==> src/rtl/alu_pkg.sv <==
// Shared constants, FSM encoding and helpers for the ALU initiator.
package alu_pkg;

    localparam int unsigned TAG_W   = 3;
    localparam int unsigned NUM_OPS = 8;

    localparam logic [TAG_W-1:0] OP_ADD = 3'd0;
    localparam logic [TAG_W-1:0] OP_SUB = 3'd1;
    localparam logic [TAG_W-1:0] OP_AND = 3'd2;
    localparam logic [TAG_W-1:0] OP_OR  = 3'd3;
    localparam logic [TAG_W-1:0] OP_XOR = 3'd4;
    localparam logic [TAG_W-1:0] OP_NOT = 3'd5;
    localparam logic [TAG_W-1:0] OP_MUL = 3'd6;
    localparam logic [TAG_W-1:0] OP_DIV = 3'd7;

    typedef enum logic [1:0] {
        StIdle  = 2'd0,
        StIssue = 2'd1,
        StDrain = 2'd2,
        StDone  = 2'd3
    } state_e;

    // Index of the lowest set bit; 0 when the mask is empty.
    function automatic logic [TAG_W-1:0] lowest_op(input logic [NUM_OPS-1:0] mask);
        logic [TAG_W-1:0] idx;
        idx = '0;
        for (int i = int'(NUM_OPS) - 1; i >= 0; i--) begin
            if (mask[i]) idx = TAG_W'(i);
        end
        return idx;
    endfunction

    function automatic logic [7:0] rotl1(input logic [7:0] v);
        return {v[6:0], v[7]};
    endfunction

endpackage

==> src/rtl/alu_tag_pipe.sv <==
// LATENCY-deep {valid, opcode} shift register tracking results in flight.
module alu_tag_pipe
    import alu_pkg::*;
#(
    parameter int unsigned LATENCY = 2
) (
    input  logic             clk,
    input  logic             rst_n,
    input  logic             push_valid,
    input  logic [TAG_W-1:0] push_tag,
    output logic             out_valid,
    output logic [TAG_W-1:0] out_tag,
    output logic             inner_valid
);

    logic [LATENCY-1:0] valid_q;
    logic [TAG_W-1:0]   tag_q [LATENCY];

    always_ff @(posedge clk or negedge rst_n) begin
        if (!rst_n) begin
            valid_q <= '0;
            for (int i = 0; i < int'(LATENCY); i++) tag_q[i] <= '0;
        end else begin
            valid_q[0] <= push_valid;
            tag_q[0]   <= push_tag;
            for (int i = 1; i < int'(LATENCY); i++) begin
                valid_q[i] <= valid_q[i-1];
                tag_q[i]   <= tag_q[i-1];
            end
        end
    end

    assign out_valid = valid_q[LATENCY-1];
    assign out_tag   = tag_q[LATENCY-1];

    // Entries that will still be in flight after the current output is consumed.
    always_comb begin
        inner_valid = 1'b0;
        for (int i = 0; i < int'(LATENCY) - 1; i++) inner_valid = inner_valid | valid_q[i];
    end

endmodule

==> src/rtl/alu_initiator.sv <==
// Issues enabled opcodes to a pipelined ALU responder and collects the results.
module alu_initiator
    import alu_pkg::*;
#(
    parameter int unsigned LATENCY = 2
) (
    input  logic             clk,
    input  logic             rst_n,
    input  logic             start,
    input  logic [3:0]       a_in,
    input  logic [3:0]       b_in,
    input  logic [7:0]       op_mask,
    output logic [3:0]       alu_a,
    output logic [3:0]       alu_b,
    output logic [TAG_W-1:0] alu_sel,
    input  logic [7:0]       alu_result,
    output logic             busy,
    output logic             done,
    output logic [7:0]       sig_out,
    output logic [3:0]       res_count,
    input  logic [2:0]       rd_addr,
    output logic [7:0]       rd_data
);

    state_e             state_q, state_d;
    logic [3:0]         a_q, a_d, b_q, b_d;
    logic [TAG_W-1:0]   sel_q, sel_d;
    logic [NUM_OPS-1:0] pending_q, pending_d;
    logic [7:0]         sig_q;
    logic [3:0]         cnt_q;
    logic [7:0]         mem_q [NUM_OPS];
    logic               launch;
    logic               cap_valid, inner_valid;
    logic [TAG_W-1:0]   cap_tag;

    always_comb begin
        state_d   = state_q;
        a_d       = a_q;
        b_d       = b_q;
        sel_d     = sel_q;
        pending_d = pending_q;
        launch    = 1'b0;
        unique case (state_q)
            StIdle, StDone: begin
                if (start) begin
                    launch = 1'b1;
                    a_d    = a_in;
                    b_d    = b_in;
                    if (op_mask != '0) begin
                        state_d   = StIssue;
                        sel_d     = lowest_op(op_mask);
                        pending_d = op_mask & (op_mask - 8'd1);
                    end else begin
                        state_d   = StDone;
                        pending_d = '0;
                    end
                end
            end
            StIssue: begin
                // alu_sel already holds the opcode issued this cycle; pick the next one.
                if (pending_q == '0) begin
                    state_d = StDrain;
                end else begin
                    sel_d     = lowest_op(pending_q);
                    pending_d = pending_q & (pending_q - 8'd1);
                end
            end
            StDrain: begin
                if (!inner_valid) state_d = StDone;
            end
            default: state_d = StIdle;
        endcase
    end

    always_ff @(posedge clk or negedge rst_n) begin
        if (!rst_n) begin
            state_q   <= StIdle;
            a_q       <= '0;
            b_q       <= '0;
            sel_q     <= '0;
            pending_q <= '0;
        end else begin
            state_q   <= state_d;
            a_q       <= a_d;
            b_q       <= b_d;
            sel_q     <= sel_d;
            pending_q <= pending_d;
        end
    end

    // Tag is pushed on the edge where the responder samples alu_sel.
    alu_tag_pipe #(
        .LATENCY (LATENCY)
    ) u_tag_pipe (
        .clk         (clk),
        .rst_n       (rst_n),
        .push_valid  (state_q == StIssue),
        .push_tag    (sel_q),
        .out_valid   (cap_valid),
        .out_tag     (cap_tag),
        .inner_valid (inner_valid)
    );

    always_ff @(posedge clk or negedge rst_n) begin
        if (!rst_n) begin
            sig_q <= '0;
            cnt_q <= '0;
            for (int i = 0; i < int'(NUM_OPS); i++) mem_q[i] <= '0;
        end else if (launch) begin
            sig_q <= '0;
            cnt_q <= '0;
            for (int i = 0; i < int'(NUM_OPS); i++) mem_q[i] <= '0;
        end else if (cap_valid) begin
            mem_q[cap_tag] <= alu_result;
            sig_q          <= rotl1(sig_q) ^ alu_result;
            if (cnt_q != 4'd8) cnt_q <= cnt_q + 4'd1;
        end
    end

    assign alu_a     = a_q;
    assign alu_b     = b_q;
    assign alu_sel   = sel_q;
    assign busy      = (state_q == StIssue) || (state_q == StDrain);
    assign done      = (state_q == StDone);
    assign sig_out   = sig_q;
    assign res_count = cnt_q;
    assign rd_data   = mem_q[rd_addr];

endmodule

==> config.mk <==
export PLATFORM = sky130hd
export DESIGN_NAME = alu_initiator
export DESIGN_NICKNAME = d
export VERILOG_FILES = /design/src/rtl/alu_pkg.sv /design/src/rtl/alu_tag_pipe.sv /design/src/rtl/alu_initiator.sv
export SDC_FILE = /design/constraint.sdc
export NUM_CORES = 1
export LEC_CHECK = 0
export BUFFER_PORTS_ARGS = -buffer_cell sky130_fd_sc_hd__buf_4
export CAP_MARGIN = 15
export CORE_UTILIZATION = 60
export DETAILED_ROUTE_END_ITERATION = 16
export PLACE_DENSITY = 0.85
export SETUP_SLACK_MARGIN = 0.3
export SYNTH_ARGS = -nofsm -noshare
export SYNTH_HDL_FRONTEND = slang
export SYNTH_SLANG_ARGS = --single-unit
==> constraint.sdc <==
create_clock -name clk -period 5.6 [get_ports clk]
set_clock_uncertainty 0.05 [all_clocks]
set_input_delay 0.28 -clock clk [delete_from_list [all_inputs] [get_ports clk]]
set_output_delay 0.28 -clock clk [all_outputs]
set_load 0.02 [all_outputs]
==> impl_metrics.env, run 1 <==
export IMPL_core_um2=7890
export IMPL_start_kind="flip-flop"
export IMPL_cp_end_kind="flip-flop"
export IMPL_status="completed"
export IMPL_antenna_found_initial=0
export IMPL_critPathRequiredTime_ps=5810
export IMPL_syn_inst=512
export IMPL_synth_nets=548
export IMPL_die_h_um=93.3
export IMPL_wirelength_mm=11.5
export IMPL_synth_edf_count=0
export IMPL_synth_area_um2=5000
export IMPL_gp_congestion=0.912
export IMPL_drtPass1Iterations=5
export IMPL_drive_above_1_share=0.207
export IMPL_grt_pass1_vias=3889
export IMPL_die_x_um=93.3
export IMPL_critPathKind="reg2reg"
export IMPL_syn_area_per_cell_um2=9.77
export IMPL_vias=4076
export IMPL_setup_violations=0
export IMPL_fmax_mhz=386
export IMPL_nets=595
export IMPL_synth_top_area_frac=0.520
export IMPL_hold_class="in2reg"
export IMPL_final_common_cell="nand2_1"
export IMPL_grt_max_degree=87
export IMPL_path_clk_slew_ps=100
export IMPL_worst_pin_slew_ps=1120
export IMPL_final_cell_mix="141 x nand2_1, 104 x dfrtp_1, 75 x a21oi_1, 64 x buf_4, 27 x nor2_1"
export IMPL_grtUsageTotal=0.280
export IMPL_preCtsSetupSlack_ps=3020
export IMPL_via_per_inst=6.12
export IMPL_die_area_um2=8710
export IMPL_synth_cell_types=41
export IMPL_yosys_area_top_type="dfrtp_1"
export IMPL_cp_max_fo=68
export IMPL_worstSkewPairLatency_ps=370
export IMPL_cts_buffers=9
export IMPL_ys_ff_latch=104
export IMPL_drv_cap=0
export IMPL_crit_chain="inv_1, ha_1, and2_2, buf_4, mux2_2"
export IMPL_yosys_warnings=0
export IMPL_final_max_slew_violation_count=0
export IMPL_antenna_left=0
export IMPL_post_route_period_util=0.463
export IMPL_worstPathArrival_ps=2800
export IMPL_clockBufferDepth=2
export IMPL_setup_ws_ps=3010
export IMPL_dpl_hpwl_mm=7.90
export IMPL_routedWlPerCell_um=17.3
export IMPL_post_cts_buffers=0
export IMPL_powerDensity_nw_per_um2=500
export IMPL_relSlewSlack=0.246
export IMPL_leakagePower_nw=2.48
export IMPL_period_minus_slack_ps=2590
export IMPL_synthFlopType="dfrtp_1"
export IMPL_irDropWorstVdd_uv=417
export IMPL_clock_root_buffer="clkbuf_8"
export IMPL_antenna_cells=0
export IMPL_grt_pass1_wl_mm=18.5
export IMPL_cts_tree="yes"
export IMPL_power_w=0.00286
export IMPL_clock_sinks=104
export IMPL_synth_seq_area_share=0.520
export IMPL_synth_area_leaders="dfrtp_1 52%, nand2_1 11%, a21oi_1 7.5%"
export IMPL_area_delta_synth_final_pct=14.2
export IMPL_cts_resized=0
export IMPL_htree_levels=3
export IMPL_cpPeakStageDelay_ps=650
export IMPL_row_count=32
export IMPL_start_util=0.634
export IMPL_cp_slowest_cell="buf_4"
export IMPL_rsz0062_at_grt="false"
export IMPL_drt_iter0_markers=340
export IMPL_io_buffers=62
export IMPL_synthArstFlopShare=1.00
export IMPL_finalSetupTns_ps=0
export IMPL_grt_overflow=0
export IMPL_io_pins=63
export IMPL_drc=0
export IMPL_hold_viol_final=0
## logic make-up after synthesis
group	count (synthesis)	synth area share
compound gates	116	0.136
xor+xnor	11	0.0193
fa+ha+maj	6	0.0150
buf+inv	39	0.0305
flops	104	0.520
mux	33	0.110
simple gates	203	0.170
## sequential cells by signal, summed over array words and instances, names as in the netlist
name,flops
alu_a,4
alu_b,4
alu_sel,3
mem_q,64
pending_q,7
res_count,4
sig_out,8
state_q,2
u_tag_pipe.out_tag,3
u_tag_pipe.tag_q,3
u_tag_pipe.valid_q,2
## layout make-up
class,count,area [µm²]
clock inverters,7,57.6
flip-flops and latches,104,2600
fillers,535,2170
repair buffers,66,518
multi-input cells,369,2250
well taps,102,128
clock buffers,9,124
inverters,9,33.8
## final timing paths
path | end | start | cells past startpoint | slack (ps)
max | alu_a[0]$_DFFE_PN0P_ | state_q[0]$_DFFE_PN0P_ | 5 | 3010
min | alu_b[3]$_DFFE_PN0P_ | b_in[3] | 2 | 90
max reg2reg | alu_a[0]$_DFFE_PN0P_ | state_q[0]$_DFFE_PN0P_ | 5 | 3010
min reg2reg | u_tag_pipe.out_tag[0]$_DFF_PN0_ | u_tag_pipe.tag_q[3]$_DFF_PN0_ | 0 | 310
max in group asynchronous | alu_a[0]$_DFFE_PN0P_ | rst_n | 4 | 4300
min in group asynchronous | mem_q[30]$_DFFE_PN0P_ | rst_n | 2 | 250
## critical path: cells and delay by family, from the launching register on
family / cells / cell delay, ps
simple gates: 1 / 470
fa+ha+maj: 1 / 410
buf+inv: 2 / 710
mux: 1 / 400
flops: 1 / 430
## through the flow
step	area, µm²	utilization	cells	hold WS [ps]
floorplan	5000	-	512	-65.6
global placement	5490	0.697	648	115
detailed placement	5490	0.697	648	116
CTS	5690	0.721	665	74.5
global route	5710	0.724	666	76.5
finish	5710	0.724	666	87.3
## cells in the mapped netlist, drive strengths merged (2+ instances only)
cell type,number
ha,6
nor4,2
o31ai,3
nor2b,5
a21oi,75
mux2,16
or4,2
clkbuf,18
dfrtp,104
xnor2,9
and2,2
o21ai,12
buf,12
a31oi,5
nand2b,5
a211o,2
nand2,141
nand4,3
nor3,6
xor2,2
mux4,16
inv,9
a211oi,9
nand3,6
nor2,27
## report_power, final
| part | switching (W) | internal, W |
|---|---|---|
| clock | 0.000263 | 0.000166 |
| sequential | 0.000232 | 0.00102 |
| combinational | 0.000673 | 0.000507 |
| total | 0.00117 | 0.00169 |
## layer usage
metal | vias up | part of all wire | track usage
met5 | - | 0 | 0
met4 | 0 | 0.032 | 0.109
met3 | 35 | 0.067 | 0.0504
met2 | 182 | 0.53 | 0.496
met1 | 1999 | 0.37 | 0.339
li1 | 1860 | - | -
## what timing repair did
| action | 4_1_cts | 5_1_grt |
|---|---|---|
| endpoints found under the setup margin | 0 | 0 |
| hold endpoints to repair | 18 | 0 |
| hold buffers | 1 | 0 |
No activity file was read; power rests on OpenSTA's default activity.
==> inputs of run 2 (changes only) <==
--- a/config.mk
+++ b/config.mk
@@ -7,9 +7,9 @@
 export LEC_CHECK = 0
 export BUFFER_PORTS_ARGS = -buffer_cell sky130_fd_sc_hd__buf_4
 export CAP_MARGIN = 15
-export CORE_UTILIZATION = 60
+export CORE_UTILIZATION = 52
 export DETAILED_ROUTE_END_ITERATION = 16
-export PLACE_DENSITY = 0.85
+export PLACE_DENSITY = 0.79
 export SETUP_SLACK_MARGIN = 0.3
 export SYNTH_ARGS = -nofsm -noshare
 export SYNTH_HDL_FRONTEND = slang
==> constraint.sdc (replaced) <==
create_clock -name clk -period 2.1 [get_ports clk]
set_clock_uncertainty 0.05 [all_clocks]
set_input_delay 0.105 -clock clk [delete_from_list [all_inputs] [get_ports clk]]
set_output_delay 0.105 -clock clk [all_outputs]
set_load 0.02 [all_outputs]
==> impl_metrics.env, run 2 (synthesis gave the netlist of run 1 again) <==
export IMPL_drt_iter0_markers=379
export IMPL_grtUsageTotal=0.264
export IMPL_antenna_cells=0
export IMPL_grt_pass1_wl_mm=20.1
export IMPL_cp_num_buf_inv=1
export IMPL_die_x_um=100
export IMPL_status="completed"
export IMPL_power_w=0.00825
export IMPL_seqPwrFrac=0.400
export IMPL_htree_levels=3
export IMPL_seqCellArea_um2=2610
export IMPL_final_area_um2=6240
export IMPL_worstSkewPairLatency_ps=370
export IMPL_preCtsSetupSlack_ps=127
export IMPL_setup_violations=0
export IMPL_clock_sinks=104
export IMPL_clock_root_buffer="clkbuf_8"
export IMPL_powerDensity_nw_per_um2=1320
export IMPL_via_per_inst=5.71
export IMPL_core_um2=9280
export IMPL_worst_pin_slew_ps=652
export IMPL_largest_reg_flops=64
export IMPL_cp_end_kind="output pin"
export IMPL_final_cell_mix="141 x nand2_1, 101 x dfrtp_1, 75 x a21oi_1, 73 x buf_4, 27 x nor2_1"
export IMPL_irDropWorstVdd_uv=942
export IMPL_worstPathArrival_ps=1700
export IMPL_gr_usage_met2=0.465
export IMPL_clockBufferDepth=2
export IMPL_multi_input_area_um2=2330
export IMPL_leakagePower_nw=2.70
export IMPL_finalSetupTns_ps=0
export IMPL_critPathKind="reg2out"
export IMPL_grt_pass1_vias=4193
export IMPL_area_delta_synth_final_pct=24.7
export IMPL_grt_max_degree=55
export IMPL_wirelength_mm=12.3
export IMPL_drv_cap=0
export IMPL_relSlewSlack=0.564
export IMPL_die_h_um=100
export IMPL_start_kind="flip-flop"
export IMPL_period_minus_slack_ps=1850
export IMPL_hold_class="in2reg"
export IMPL_routedWlPerCell_um=16.8
export IMPL_row_count=35
export IMPL_antenna_found_initial=0
export IMPL_cp_max_fo=2
export IMPL_post_route_period_util=0.882
export IMPL_cp_top_family="multiplexers"
export IMPL_cp_slowest_cell="mux4_2"
export IMPL_crit_chain="mux4_2, mux2_4, buf_6"
export IMPL_drc=0
export IMPL_start_util=0.539
export IMPL_drive_above_1_share=0.234
export IMPL_grt_overflow=0
export IMPL_drtPass1Iterations=7
export IMPL_dpl_cell_area_um2=5620
export IMPL_path_clk_slew_ps=90
export IMPL_p_int_w=0.00503
export IMPL_critPathRequiredTime_ps=1950
export IMPL_io_pins=63
export IMPL_swShare=0.390
export IMPL_fmax_mhz=540
export IMPL_hold_viol_final=0
export IMPL_final_max_slew_violation_count=0
export IMPL_n_fill_cell=713
export IMPL_antenna_left=0
export IMPL_cts_tree="yes"
export IMPL_dpl_hpwl_mm=8.09
export IMPL_io_buffers=62
export IMPL_rsz0062_at_grt="true"
export IMPL_grt_util_met1=0.315
export IMPL_die_area_um2=10000
export IMPL_gp_congestion=0.930
export IMPL_regMostFlops="mem_q"
export IMPL_setup_ws_ps=248
export IMPL_final_common_cell="nand2_1"
export IMPL_p_sw_w=0.00322
export IMPL_nets=633
export IMPL_cts_buffers=9
export IMPL_cpPeakStageDelay_ps=520
export IMPL_use_met3=0.0599
export IMPL_top_usage_layer="met2"
export IMPL_clkPwrFrac=0.155
export IMPL_vias=4174
export IMPL_p_comb_frac=0.445
run 2: cell types whose count changed in the layout (fill, tap and decap cells not counted), sizes merged:
cell	change
dlygate4sd3	+20
buf	+18
clkbuf	+3
clkinvlp	-2
bufinv	+1
clkinv	-1
inv	-1
run 2: final cells by class:
class | count | area share
Inverter | 9 | 0.00542
Timing Repair Buffer | 104 | 0.144
Sequential cell | 104 | 0.418
Clock buffer | 12 | 0.0249
Multi-Input combinational cell | 369 | 0.374
Tap cell | 129 | 0.0259
Clock inverter | 4 | 0.00842
run 2: metal layers:
layer / vias to the layer above / wire [µm] / share of wire
li1: 1936 / - / -
met1: 2034 / 4840 / 0.39
met2: 171 / 6370 / 0.52
met3: 33 / 698 / 0.057
met4: 0 / 376 / 0.031
met5: - / 0 / 0
run 2: power groups by stage:
stage | Combinational (W) | Clock, W | Sequential, W
after floorplan | 0.00211 | 0 | 0.00335
after global placement | 0.00317 | 0 | 0.00327
after detailed placement | 0.00328 | 0 | 0.00332
after CTS | 0.00348 | 0.00131 | 0.00329
after global routing | 0.00399 | 0.00138 | 0.00340
final | 0.00367 | 0.00128 | 0.00330
run 2: worst paths after layout:
kind	to	slack [ps]	from	depth (start not counted)
min reg2reg	u_tag_pipe.out_tag[2]$_DFF_PN0_	300	u_tag_pipe.tag_q[5]$_DFF_PN0_	0
max reg2reg	state_q[0]$_DFFE_PN0P_	330	pending_q[7]$_DFFE_PN0P_	4
min	pending_q[3]$_DFFE_PN0P_	20	op_mask[1]	3
max in group asynchronous	mem_q[44]$_DFFE_PN0P_	1190	rst_n	3
min in group asynchronous	mem_q[12]$_DFFE_PN0P_	130	rst_n	2
max	rd_data[1]	250	mem_q[1]$_DFFE_PN0P_	3
run 2: stage by stage:
stage | hold WS, ps | utilization | instances
floorplan | -241 | - | 512
CTS | 5.48 | 0.661 | 724
detailed placement | -15.2 | 0.605 | 684
finish | 16.9 | 0.672 | 731
global placement | -10.2 | 0.605 | 684
global route | 31.5 | 0.672 | 731
run 2: timing repair:
item	4_1_cts	5_1_grt
endpoints found under the setup margin	96	75
setup buffers	3	7
resized for setup	20	9
hold endpoints to repair	143	0
hold buffers	21	0
pin swaps	0	3
run 2: worst reg2reg max path, cell delays in order, from the launching register on:
cell,delay [ps]
dfrtp_1,440
or4_4,590
a221oi_4,320
a21oi_1,100
a31oi_1,190
